==> src/rtl/vlog_seq_shifter_if.sv <==
// Start/busy/done handshake bundle for the sequential shifter.
// master drives the request side, slave is the shift unit.
interface vlog_seq_shifter_if #(
  parameter int WIDTH = 9,
  parameter int AMT_W = 4
);
  logic             start;
  logic [1:0]       mode;
  logic [AMT_W-1:0] amt;
  logic [WIDTH-1:0] din;
  logic             busy;
  logic             done;
  logic [WIDTH-1:0] dout;

  modport master (output start, mode, amt, din, input busy, done, dout);
  modport slave  (input start, mode, amt, din, output busy, done, dout);
endinterface

==> src/rtl/vlog_seq_shifter.sv <==
// Multi-cycle SLL/SRL/SLA/SRA unit shifting up to STEP bits per clock.
// Latency ceil(min(amt,WIDTH)/STEP)+1 cycles; start is ignored outside IDLE.
module vlog_seq_shifter #(
  parameter int WIDTH = 9,
  parameter int AMT_W = 4,
  parameter int STEP  = 1
) (
  input logic clk,
  input logic rst,
  vlog_seq_shifter_if.slave bus
);
  localparam int CNT_W = $clog2(WIDTH + 1);

  typedef enum logic [1:0] {IDLE, SHIFT, FINISH} state_t;

  state_t           state, state_nxt;
  logic [WIDTH-1:0] work, work_nxt, dout_q;
  logic [CNT_W-1:0] rem, rem_nxt, eff, k;
  logic [1:0]       mode_q;
  logic             sign_q;
  logic             load;
  logic [AMT_W-1:0] amt_v;

  assign amt_v = bus.amt;

  // Shift amounts at or beyond WIDTH saturate to a full-width shift.
  always_comb begin
    if (32'(amt_v) >= 32'(WIDTH)) eff = CNT_W'(WIDTH);
    else                          eff = CNT_W'(amt_v);
  end

  assign k = (rem < CNT_W'(STEP)) ? rem : CNT_W'(STEP);

  function automatic logic [WIDTH-1:0] shift_by(input logic [WIDTH-1:0] v,
                                                input logic [1:0] m,
                                                input logic s,
                                                input logic [CNT_W-1:0] n);
    logic [WIDTH-1:0] fill;
    logic [WIDTH-1:0] r;
    fill = ~({WIDTH{1'b1}} >> n);
    case (m)
      2'b01:   r = v >> n;
      2'b11:   r = (v >> n) | (s ? fill : '0);
      default: r = v << n;
    endcase
    return r;
  endfunction

  always_comb begin
    state_nxt = state;
    work_nxt  = work;
    rem_nxt   = rem;
    load      = 1'b0;
    bus.busy  = 1'b0;
    bus.done  = 1'b0;
    case (state)
      IDLE: begin
        if (bus.start) begin
          load      = 1'b1;
          work_nxt  = bus.din;
          rem_nxt   = eff;
          state_nxt = (eff == '0) ? FINISH : SHIFT;
        end
      end
      SHIFT: begin
        bus.busy  = 1'b1;
        work_nxt  = shift_by(work, mode_q, sign_q, k);
        rem_nxt   = rem - k;
        if (rem == k) state_nxt = FINISH;
      end
      FINISH: begin
        bus.done  = 1'b1;
        state_nxt = IDLE;
      end
      default: state_nxt = IDLE;
    endcase
  end

  always_ff @(posedge clk or posedge rst) begin
    if (rst) state <= IDLE;
    else     state <= state_nxt;
  end

  // dout is loaded on the edge into FINISH so it is already valid while done is high.
  always_ff @(posedge clk or posedge rst) begin
    if (rst) begin
      work   <= '0;
      rem    <= '0;
      mode_q <= 2'b00;
      sign_q <= 1'b0;
      dout_q <= '0;
    end else begin
      work <= work_nxt;
      rem  <= rem_nxt;
      if (load) begin
        mode_q <= bus.mode;
        sign_q <= bus.din[WIDTH-1];
      end
      if (state_nxt == FINISH && state != FINISH) dout_q <= work_nxt;
    end
  end

  assign bus.dout = dout_q;
endmodule

==> src/flat_wrapper.sv <==
// flat-port wrapper written by rule: the top's interface ports become plain ports
module vlog_seq_shifter_flat 
#(
  parameter int WIDTH = 9,
  parameter int AMT_W = 4,
  parameter int STEP  = 1
)
  (clk, rst, bus_start, bus_mode, bus_amt, bus_din, bus_busy, bus_done, bus_dout);
  vlog_seq_shifter_if #(.WIDTH(WIDTH), .AMT_W(AMT_W)) bus_i ();
  input logic clk;
  input logic rst;
  input wire logic [$bits(bus_i.start)-1:0] bus_start;
  input wire logic [$bits(bus_i.mode)-1:0] bus_mode;
  input wire logic [$bits(bus_i.amt)-1:0] bus_amt;
  input wire logic [$bits(bus_i.din)-1:0] bus_din;
  output wire logic [$bits(bus_i.busy)-1:0] bus_busy;
  output wire logic [$bits(bus_i.done)-1:0] bus_done;
  output wire logic [$bits(bus_i.dout)-1:0] bus_dout;
  assign bus_i.start = bus_start;
  assign bus_i.mode = bus_mode;
  assign bus_i.amt = bus_amt;
  assign bus_i.din = bus_din;
  assign bus_busy = bus_i.busy;
  assign bus_done = bus_i.done;
  assign bus_dout = bus_i.dout;
  vlog_seq_shifter #(.WIDTH(WIDTH), .AMT_W(AMT_W), .STEP(STEP)) u_core (.clk(clk), .rst(rst), .bus(bus_i));
endmodule
==> config.mk <==
export PLATFORM = sky130hd
export DESIGN_NAME = vlog_seq_shifter_flat
export DESIGN_NICKNAME = d
export VERILOG_FILES = /design/src/rtl/vlog_seq_shifter_if.sv /design/src/rtl/vlog_seq_shifter.sv /design/src/flat_wrapper.sv
export SDC_FILE = /design/constraint.sdc
export NUM_CORES = 1
export LEC_CHECK = 0
export ABC_AREA = 1
export BUFFER_PORTS_ARGS = -buffer_cell sky130_fd_sc_hd__buf_2
export CAP_MARGIN = 20
export CORE_MARGIN = 3
export CORE_UTILIZATION = 49
export CTS_BUF_LIST = sky130_fd_sc_hd__clkbuf_16
export DETAILED_ROUTE_END_ITERATION = 12
export PLACE_DENSITY = 0.86
export SLEW_MARGIN = 5
export SYNTH_ARGS = -nofsm -noshare
export SYNTH_HDL_FRONTEND = slang
export SYNTH_SLANG_ARGS = --single-unit
==> constraint.sdc <==
create_clock -name clk -period 1.4 [get_ports clk]
set_input_delay 0.28 -clock clk [delete_from_list [all_inputs] [get_ports clk]]
set_output_delay 0.28 -clock clk [all_outputs]
set_load 0.02 [all_outputs]
==> results.ini <==
[run_status]
outcome=complete, but fails checks
violations=negative setup slack

[layout]
final-seq-area_um2=676
final_common_cell=nand2_1
multi_input_area_um2=759
areaGrowthSynthToFinish_pct=28.4
postLayoutCellArea_um2=1970
n_antenna_cell=0
layout_common_cells=nand2_1 (74), nand3_1 (36), dfrtp_1 (27)
fillCellCount=236
drive_gt1_share_pct=26.2
nets=276

[global_routing]
grt_start_max_net_pins=28
antenna_found_initial=0
grt_pass1_vias=1394
grt_pass1_wl_mm=6.21
track_usage_pct=21.9
overflow=0

[clock_network]
cts_buffer_depth=2
holdBufCountCts=0
cts.htree.levels=1
cts_tree=done
cts_root_buf=clkbuf_16
clk_pin_slew_worst_paths_ps=60
clock-sinks=27
clkLatencyLatePin_ps=260
cts_made_buffers=3

[timing]
fmaxAchievable_ghz=0.702
slew_headroom_pct=69.7
drv_slew=0
setup_viol=1
setup_tns_ps=-24.3
fin_crit_ps=1420
layout_setup_ws_ps=-24.3
worstMarginPinSlew_ps=454
hold_viol=0
fin_crit_sh_pct=102
rsz0062_at_grt=yes
final.setup_skew_ps=1.55

[synthesis]
synth_top_family_by_area=simple AND/OR/NAND/NOR gates
netlist_instances=216
yosys.area_share.adder_pct=0.814
synth_cell_type_count=22
yosysTopAreaCell=dfrtp_1
yosysSeqAreaShare_pct=44.0
synth-seq-cells=27
ys_warn_count=0
synth.top_cell.area_share_pct=44.0
synth-simple-area-share_pct=36.9
synth_xor_area_share_pct=0.570
syn_area_per_cell_um2=7.11
synth.area.top_cells=dfrtp_1 (44%), nand2_1 (19%), nand3_1 (12%), inv_1 (7.3%), o21ai_0 (3.6%)
syn-num-nets=235
syn_area_um2=1540
synth_compound_area_share_pct=6.92
muxShareOfSynthArea_pct=0

[placement]
io_buffers=28
gp_congestion=0.888
dpl_cell_area_um2=1780
place_hpwl_mm=2.74

[routing]
via_per_inst=5.19
dr.pass1.iters=4
vias=1548
drtIter0Drc=93
wl_per_cell_um=13.1
ant_nets=0
drc=0
wirelength_mm=3.90

[floorplan]
die-area_um2=3840
pin_count=29
start_util_pct=53.4
rows=19
die_x_um=62.0
core_area_um2=2880
die_h_um=62.0

[critical_path]
cp-start-kind=flop
worstSetupEndpointType=flop
crit_cells=7
rr_worst_depth=7
worstReg2RegStart=u_core.rem[1]$_DFFE_PP0P_
worstSetupStartpoint=u_core.rem[1]$_DFFE_PP0P_
slowest_stage=dfrtp_1
critical-path-top-delay-family=flip-flops
worstSetupPathType=flop to flop
crit_chain=buf_4 > inv_1 > ha_4 > nor2_4 > xor2_1 > nor2_1 > o22ai_1
crit_arrival_ps=1570
slowest_delay_ps=390
setup.worst_path.end=u_core.rem[2]$_DFFE_PP0P_
critPathRequiredTime_ps=1550
worst-path-max-fanout=4
r2r_end=u_core.rem[2]$_DFFE_PP0P_
path_buf_inv=2
r2r_slack_ps=-20

[job]
maxCapViolCount=0

[power]
irDropWorstVdd_mv=1.22
pwr_density_cell_nw_per_um2=2610
p_leak_uw=0.00109

[hold_path]
hp-class=primary input to asynchronous set/reset pin

report_power, final:
group	internal [uW]	leakage, uW	switching [uW]	total [uW]
logic	1190	0.000715	1810	3010
clock network	383	0.0000423	267	650
registers	1180	0.000330	315	1500
total	2760	0.00109	2390	5150
per-layer routing:
| metal | part of all wire (%) | routed length, um | track usage, % |
|---|---|---|---|
| met1 | 45 | 1760 | 30.7 |
| met2 | 48 | 1850 | 34.3 |
| met3 | 5.8 | 226 | 3.10 |
| met4 | 1.6 | 61 | 7.88 |
| met5 | 0 | 0 | 0 |
registers in the layout, indices dropped and copies added (netlist names):
signal / cells
u_core.rem: 4
u_core.mode_q: 2
u_core.bus.dout: 9
u_core.sign_q: 1
u_core.work: 9
u_core.state: 2
kinds of logic (layout without fill, tap and decap cells):
family	count (synthesis)	after routing
AOI/OAI and AO/OA	18	18
and+or+nand+nor	130	130
buffers and inverters	39	79
DFF	27	27
xor gates and xnor gates	1	1
adders and majority gates	1	1
stage by stage:
step	hold slack (ps)	total power, uW	util (%)	setup WS, ps	cells
floorplan	333	3310	-	25.6	216
global placement	353	4000	61.8	8.03	290
detailed placement	357	4090	61.8	-32.8	290
CTS	71.3	4830	65.3	-9.72	296
global route	96.9	5620	68.6	-74.4	298
finish	59.8	5150	68.6	-24.3	298
what timing repair did:
action | 4_1_cts | 5_1_grt
pin swaps | 0 | 8
endpoints found under the setup margin | 11 | 13
resized for setup | 4 | 24
setup buffers | 2 | 2
worst reg2reg max path, stage by stage, from the launching register on:
cell	delay (ps)
dfrtp_1	390
buf_4	160
inv_1	200
ha_4	190
nor2_4	40
xor2_1	150
nor2_1	100
o22ai_1	80
cell type report:
| cell class | instances | share of cell area [%] |
|---|---|---|
| tap | 42 | 2.66 |
| sequential | 27 | 34.2 |
| timing repair buffer | 45 | 14.8 |
| multi-input combinational | 150 | 38.5 |
| clock inverter | 1 | 0.190 |
| inverter | 30 | 5.83 |
| clock buffer | 3 | 3.80 |
worst min-delay path by stage:
stage	start	end
3_5_place_dp	rst	u_core.state[1]$_DFF_PP0_
5_1_grt	rst	u_core.bus.dout[8]$_DFFE_PP0P_
6_report	rst	u_core.state[0]$_DFF_PP0_
3_3_place_gp	rst	u_core.bus.dout[8]$_DFFE_PP0P_
4_1_cts	rst	u_core.bus.dout[8]$_DFFE_PP0P_
2_1_floorplan	rst	u_core.bus.dout[0]$_DFFE_PP0P_
cell usage after synthesis:
cell type / instances
a21boi_0: 1
a31oi_1: 1
a32o_1: 1
buf_2: 7
buf_4: 1
buf_6: 1
dfrtp_1: 27
ha_1: 1
inv_1: 30
nand2_1: 77
nand2_2: 1
nand2_8: 1
nand3_1: 36
nand3_2: 1
nand3b_1: 1
nand4_1: 1
nor2_1: 11
o211ai_1: 2
o21ai_0: 11
o22ai_1: 2
or2_1: 1
xor2_1: 1
Note: power is estimated with default switching activity, not from simulation.
